**config.mk**
```make
export PLATFORM = sky130hd
export DESIGN_NAME = acc_stage_flat
export DESIGN_NICKNAME = d
export VERILOG_FILES = /design/src/rtl/acc_stage_if.sv /design/src/rtl/acc_stage.sv /design/src/flat_wrapper.sv
export SDC_FILE = /design/constraint.sdc
export NUM_CORES = 1
export LEC_CHECK = 0
export ABC_AREA = 1
export BUFFER_PORTS_ARGS = -buffer_cell sky130_fd_sc_hd__buf_4
export CORE_UTILIZATION = 55
export DETAILED_ROUTE_END_ITERATION = 12
export GPL_ROUTABILITY_DRIVEN = 1
export PLACE_DENSITY = 0.77
export SYNTH_ARGS = -nofsm -noshare
export SYNTH_HDL_FRONTEND = slang
export SYNTH_SLANG_ARGS = --single-unit
```
**constraint.sdc**
```tcl
create_clock -name clk -period 3.9 [get_ports clk]
set_input_delay 0.195 -clock clk [delete_from_list [all_inputs] [get_ports clk]]
set_output_delay 0.195 -clock clk [all_outputs]
set_load 0.01 [all_outputs]
```
**src/rtl/acc_stage_if.sv**
```systemverilog
// Handshake bundle between mul_stage, acc_stage and the result consumer.
// The master side is the environment: it produces products and consumes results.
// The slave side is acc_stage itself.
interface acc_stage_if #(
  parameter int DATA_SIZE = 16,
  parameter int MAX_DIM   = 6
);
  logic                 prod_valid;
  logic [DATA_SIZE-1:0] prod_data;
  logic                 prod_ovf;
  logic                 prod_last;
  logic                 acc_ready;
  logic                 res_valid;
  logic                 res_ready;
  logic [DATA_SIZE-1:0] res_data;
  logic                 res_ovf;
  logic [MAX_DIM-1:0]   row_idx;
  logic                 done_mul_acc;

  modport master (
    output prod_valid, prod_data, prod_ovf, prod_last, res_ready,
    input  acc_ready, res_valid, res_data, res_ovf, row_idx, done_mul_acc
  );

  modport slave (
    input  prod_valid, prod_data, prod_ovf, prod_last, res_ready,
    output acc_ready, res_valid, res_data, res_ovf, row_idx, done_mul_acc
  );
endinterface

```
**src/rtl/acc_stage.sv**
```systemverilog
// Accumulate stage of the Euler pipeline.
// Sums the signed products of one matrix row into a dot product, buffers the
// row result behind a valid/ready handshake, pulses done_mul_acc when the
// result is consumed and tracks the current row index.
// Optional feature macro ACC_SAT_EN: when defined, the row result saturates to
// the signed DATA_SIZE range instead of wrapping. res_ovf is the same in both modes.
module acc_stage #(
  parameter int DATA_SIZE = 16,
  parameter int MAX_DIM   = 6,
  parameter int GUARD     = 4,
  parameter int ROWS      = 2
) (
  input  logic         clk,
  input  logic         rst,
  acc_stage_if.slave   bus
);

  localparam int ACC_W = DATA_SIZE + GUARD;

  typedef enum logic [1:0] {
    IDLE  = 2'd0,
    ACCUM = 2'd1,
    HOLD  = 2'd2
  } state_t;

  state_t               state_r;
  state_t               state_next_s;
  logic [ACC_W-1:0]     acc_r;
  logic [ACC_W-1:0]     acc_next_s;
  logic                 ovf_row_r;
  logic                 ovf_row_next_s;
  logic [DATA_SIZE-1:0] res_data_r;
  logic                 res_ovf_r;
  logic                 res_valid_r;
  logic [MAX_DIM-1:0]   row_idx_r;
  logic                 done_r;
  logic                 accept_s;
  logic                 load_res_s;
  logic                 handshake_s;
  logic [ACC_W-1:0]     prod_sext_s;

  // True when the wide sum fits the signed DATA_SIZE range (guard bits all copy the sign).
  function automatic logic fits_range(input logic [ACC_W-1:0] v);
    logic [GUARD:0] upper;
    upper = v[ACC_W-1:DATA_SIZE-1];
    return (upper == {(GUARD+1){1'b0}}) || (upper == {(GUARD+1){1'b1}});
  endfunction

  // Narrow the wide sum to the result width.
  function automatic logic [DATA_SIZE-1:0] narrow(input logic [ACC_W-1:0] v);
`ifdef ACC_SAT_EN
    logic [DATA_SIZE-1:0] r;
    if (fits_range(v)) begin
      r = v[DATA_SIZE-1:0];
    end else if (v[ACC_W-1]) begin
      r = {1'b1, {(DATA_SIZE-1){1'b0}}};
    end else begin
      r = {1'b0, {(DATA_SIZE-1){1'b1}}};
    end
    return r;
`else
    return v[DATA_SIZE-1:0];
`endif
  endfunction

  assign prod_sext_s = {{GUARD{bus.prod_data[DATA_SIZE-1]}}, bus.prod_data};
  assign accept_s    = bus.prod_valid && (state_r != HOLD);
  assign load_res_s  = accept_s && bus.prod_last;
  assign handshake_s = res_valid_r && bus.res_ready;

  // State register with synchronous active-low reset.
  always_ff @(posedge clk) begin
    if (!rst) begin
      state_r <= IDLE;
    end else begin
      state_r <= state_next_s;
    end
  end

  // Next state plus next partial sum / row overflow flag.
  always_comb begin
    state_next_s   = state_r;
    acc_next_s     = acc_r;
    ovf_row_next_s = ovf_row_r;
    case (state_r)
      IDLE: begin
        if (bus.prod_valid) begin
          acc_next_s     = prod_sext_s;
          ovf_row_next_s = bus.prod_ovf;
          state_next_s   = bus.prod_last ? HOLD : ACCUM;
        end else begin
          state_next_s   = IDLE;
        end
      end
      ACCUM: begin
        if (bus.prod_valid) begin
          acc_next_s     = acc_r + prod_sext_s;
          ovf_row_next_s = ovf_row_r | bus.prod_ovf;
          state_next_s   = bus.prod_last ? HOLD : ACCUM;
        end else begin
          state_next_s   = ACCUM;
        end
      end
      HOLD: begin
        if (handshake_s) begin
          state_next_s = IDLE;
        end else begin
          state_next_s = HOLD;
        end
      end
      default: begin
        state_next_s = IDLE;
      end
    endcase
  end

  // Accumulator, result buffer, row counter and completion pulse.
  always_ff @(posedge clk) begin
    if (!rst) begin
      acc_r       <= {ACC_W{1'b0}};
      ovf_row_r   <= 1'b0;
      res_data_r  <= {DATA_SIZE{1'b0}};
      res_ovf_r   <= 1'b0;
      res_valid_r <= 1'b0;
      row_idx_r   <= {MAX_DIM{1'b0}};
      done_r      <= 1'b0;
    end else begin
      acc_r     <= acc_next_s;
      ovf_row_r <= ovf_row_next_s;
      done_r    <= handshake_s;
      if (load_res_s) begin
        res_data_r  <= narrow(acc_next_s);
        res_ovf_r   <= ovf_row_next_s | ~fits_range(acc_next_s);
        res_valid_r <= 1'b1;
      end else if (handshake_s) begin
        res_valid_r <= 1'b0;
      end else begin
        res_valid_r <= res_valid_r;
      end
      if (handshake_s) begin
        if (row_idx_r == MAX_DIM'(ROWS - 1)) begin
          row_idx_r <= {MAX_DIM{1'b0}};
        end else begin
          row_idx_r <= row_idx_r + {{(MAX_DIM-1){1'b0}}, 1'b1};
        end
      end else begin
        row_idx_r <= row_idx_r;
      end
    end
  end

  // Drive the interface outputs from registered state.
  always_comb begin
    bus.acc_ready    = (state_r != HOLD);
    bus.res_valid    = res_valid_r;
    bus.res_data     = res_data_r;
    bus.res_ovf      = res_ovf_r;
    bus.row_idx      = row_idx_r;
    bus.done_mul_acc = done_r;
  end

endmodule

```
**src/flat_wrapper.sv**
```systemverilog
// flat-port wrapper written by rule: the top's interface ports become plain ports
module acc_stage_flat 
#(
  parameter int DATA_SIZE = 16,
  parameter int MAX_DIM   = 6,
  parameter int GUARD     = 4,
  parameter int ROWS      = 2
)
  (clk, rst, bus_prod_valid, bus_prod_data, bus_prod_ovf, bus_prod_last, bus_res_ready, bus_acc_ready, bus_res_valid, bus_res_data, bus_res_ovf, bus_row_idx, bus_done_mul_acc);
  acc_stage_if #(.DATA_SIZE(DATA_SIZE), .MAX_DIM(MAX_DIM)) bus_i ();
  input  logic clk;
  input  logic rst;
  input wire logic [$bits(bus_i.prod_valid)-1:0] bus_prod_valid;
  input wire logic [$bits(bus_i.prod_data)-1:0] bus_prod_data;
  input wire logic [$bits(bus_i.prod_ovf)-1:0] bus_prod_ovf;
  input wire logic [$bits(bus_i.prod_last)-1:0] bus_prod_last;
  input wire logic [$bits(bus_i.res_ready)-1:0] bus_res_ready;
  output wire logic [$bits(bus_i.acc_ready)-1:0] bus_acc_ready;
  output wire logic [$bits(bus_i.res_valid)-1:0] bus_res_valid;
  output wire logic [$bits(bus_i.res_data)-1:0] bus_res_data;
  output wire logic [$bits(bus_i.res_ovf)-1:0] bus_res_ovf;
  output wire logic [$bits(bus_i.row_idx)-1:0] bus_row_idx;
  output wire logic [$bits(bus_i.done_mul_acc)-1:0] bus_done_mul_acc;
  assign bus_i.prod_valid = bus_prod_valid;
  assign bus_i.prod_data = bus_prod_data;
  assign bus_i.prod_ovf = bus_prod_ovf;
  assign bus_i.prod_last = bus_prod_last;
  assign bus_i.res_ready = bus_res_ready;
  assign bus_acc_ready = bus_i.acc_ready;
  assign bus_res_valid = bus_i.res_valid;
  assign bus_res_data = bus_i.res_data;
  assign bus_res_ovf = bus_i.res_ovf;
  assign bus_row_idx = bus_i.row_idx;
  assign bus_done_mul_acc = bus_i.done_mul_acc;
  acc_stage #(.DATA_SIZE(DATA_SIZE), .MAX_DIM(MAX_DIM), .GUARD(GUARD), .ROWS(ROWS)) u_core (.clk(clk), .rst(rst), .bus(bus_i));
endmodule
```
==> impl_metrics.ini <==
[timing]
finalHoldViolCount = 0
slew_violations = 0
finalSetupViolCount = 0
tightest_slew_ns = 0.830
min_period_ns = 2.47
timing.final.ws_setup_ns = 1.43
max-slew-margin-rel_pct = 44.6
setup_tns_ns = 0
rsz0062_at_grt = false
fin_crit_sh_pct = 63.5
clock-skew-final_ns = 0.00745
max_freq_mhz = 404

[global_routing]
first_global_vias = 3109
grt_max_degree = 32
grt_overflow = 0
grt_pass1_wl_um = 14400
antenna_found_initial = 0
track_usage_pct = 28.2

[power]
seq_power_share_pct = 43.6
ir_worst_vdd_uv = 302
p_sw_mw = 0.451
clockPowerShare_pct = 23.7
combPwrFrac_pct = 32.8
p_leak_nw = 2.09
swShare_pct = 35.2
power.internal_mw = 0.830
power_density_nw_per_um2 = 326

[worst_setup_path]
critPathKind = register to register
startpoint_type = register
cpMaxStageDelayCell = dfxtp_1
r2r_slack_ns = 1.43
r2r-start = u_core.acc_r[0]
path_max_fanout = 4
cp.arrival_ns = 2.67
cpPeakStageDelay_ns = 0.36
crit_buf_inv = 5
required_ns = 4.09
crit_family = adder cells
worstPathCellList = ha_1 > inv_1 > fa_1 > inv_1 > nand3_1 > nand2_2 > inv_1 > o21ai_0 > nand2_1 > nand3_1 > nand2_1 > a21oi_1 > nand2_1 > inv_1 > nand2_1 > o211ai_1 > inv_1
r2r_end = u_core.bus.res_data[6]
endpoint_kind = register
reg2reg_depth = 17
cpMostUsedCell = inv_1

[detailed_routing]
drt_iter0_drc = 243
vias = 3557
routed_wl_um = 8650
firstDrtPassIters = 5
postRouteAntennaNets = 0
drc = 0
post_drt_wl_per_cell_um = 12.9
viasPerCell = 5.29

[clocking]
cts.hold.buffers_added = 0
clkSlewWorstSetupHoldPaths_ns = 0.09
cts_tree = built
root_buffer = clkbuf_8
htreeDepth = 2
cts_made_buffers = 5
clk_path_buf_depth = 2
clk-insertion-delay-late_ns = 0.30
post_cts_buffers = 0
clock_sinks = 48
post_cts_resized = 0

[placement]
dpl.cell_count = 664
place_congestion = 0.918
numPortBuffers = 47
dpl-instance-area_um2 = 3840
dpl.hpwl_um = 6680
preCtsSetupSlack_ns = 1.50

[worst_hold_path]
holdPathStages = 4
hold_class = primary input to register
hold_end = u_core.bus.res_valid
hold_path_startpoint = bus_res_ready

[synthesis]
synthesis.area_um2 = 3450
ys_types = 38
netlist_instances = 557
syn_nets = 601
syn_area_per_cell_um2 = 6.20
ys_ff_latch = 48
yosysWarnings = 0
synth-seq-area-share_pct = 27.8

[floorplan]
initial_utilization_pct = 57.6
std_cell_rows = 28
die_h_um = 81.2
core_um2 = 5990
ios = 48
dieWidth_um = 81.2
dieArea_um2 = 6600

[final_layout]
stdcell_count = 672
final_common_cell = nand2_1
fin_nets = 640
num_antenna_cells = 0
final_cell_area_um2 = 3930
syn2layout_area_growth_pct = 13.9
final_cell_mix = 164 x nand2_1, 83 x inv_1, 61 x nor2_1
final_layout_size_suffix_gt1_share_pct = 11.6
final_core_util_pct = 65.7

[outcome]
run_status = completed

[run]
maxCapViolations = 0
[synthesized netlist by cell type (all sizes together)]
| cell | n | share of area [%] |
|---|---|---|
| o21ai | 21 | 3.0 |
| inv | 84 | 9.1 |
| fa | 1 | 0.58 |
| nor3 | 4 | 0.58 |
| a221o | 2 | 0.58 |
| a211o | 3 | 0.76 |
| xor2 | 2 | 0.51 |
| a31o | 1 | 0.25 |
| a2111oi | 1 | 0.25 |
| dfxtp | 48 | 28 |
| clkbuf | 8 | 0.87 |
| nand4 | 4 | 0.72 |
| a22o | 3 | 0.76 |
| a22oi | 2 | 0.43 |
| xnor2 | 4 | 1.0 |
| o21bai | 2 | 0.43 |
| nor2 | 62 | 6.8 |
| a21oi | 51 | 7.4 |
| o211ai | 14 | 3.0 |
| a221oi | 2 | 0.51 |
| and3 | 1 | 0.18 |
| nand2 | 169 | 19 |
| nand3b | 2 | 0.43 |
| a32o | 1 | 0.29 |
| ha | 21 | 7.6 |
| nor3b | 3 | 0.80 |
| nor4 | 2 | 0.36 |
| buf | 8 | 1.1 |
| or2 | 5 | 0.91 |
| nand3 | 25 | 3.9 |
| o31ai | 1 | 0.22 |
[layer usage]
metal	track usage, %	wire [um]	vias to the layer above
met4	9.11	83	0
met2	43.4	3630	95
met1	40.7	4360	1577
met5	0	0	-
met3	3.15	569	7
li1	-	-	1878
[power groups by stage]
stage	Combinational [mW]	Clock, mW	Sequential (mW)
final	0.420	0.303	0.558
after global routing	0.479	0.324	0.563
after CTS	0.415	0.311	0.557
after detailed placement	0.412	0	0.568
after global placement	0.405	0	0.568
after floorplan	0.299	0	0.563
[area by class of cell]
class	instances	area [um2]
Inverter	84	315
Fill cell	556	2060
Sequential cell	48	961
Multi-Input combinational cell	409	2110
Tap cell	75	93.8
Timing Repair Buffer	48	360
Clock buffer	6	82.6
Clock inverter	2	10.0
[logic make-up (layout without fill, tap and decap cells)]
family | Yosys count | after routing | share of synthesized area [%]
buffers and inverters | 100 | 140 | 11.1
AO/OA/AOI/OAI | 104 | 104 | 18.0
AND/OR/NAND/NOR | 277 | 277 | 33.4
adder cells (fa/ha/maj) | 22 | 22 | 8.19
XOR/XNOR | 6 | 6 | 1.52
flip-flops | 48 | 48 | 27.8
[how the worst max path moves through the flow]
stage                                   endpoint       startpoint  cells past startpoint  slack [ns]
after floorplan               u_core.bus.res_ovf  u_core.acc_r[0]                     21        1.81
after global placement        u_core.bus.res_ovf  u_core.acc_r[0]                     21        1.56
after detailed placement  u_core.bus.res_data[6]  u_core.acc_r[0]                     17        1.50
after CTS                 u_core.bus.res_data[6]  u_core.acc_r[0]                     17        1.47
after global routing          u_core.bus.res_ovf  u_core.acc_r[0]                     21        1.16
final                     u_core.bus.res_data[6]  u_core.acc_r[0]                     17        1.43
[through the flow]
step           power (mW)  hold WS, ns
2_1_floorplan       0.862        0.358
3_3_place_gp        0.973        0.467
3_5_place_dp        0.980        0.473
4_1_cts              1.28        0.148
5_1_grt              1.37        0.204
6_report             1.28        0.157
[tightest hold or removal path, stage by stage]
cell	delay, ns
buf_4	0.09
inv_1	0.03
nand2_1	0.04
a21oi_1	0.06
[sequential cells by signal, summed over array words and instances (netlist names)]
| register | cells |
|---|---|
| u_core.state_r | 2 |
| u_core.bus.row_idx | 6 |
| u_core.ovf_row_r | 1 |
| u_core.bus.done_mul_acc | 1 |
| u_core.bus.res_valid | 1 |
| u_core.bus.res_data | 16 |
| u_core.acc_r | 20 |
| u_core.bus.res_ovf | 1 |
Note: power is estimated with default switching activity, not from simulation.
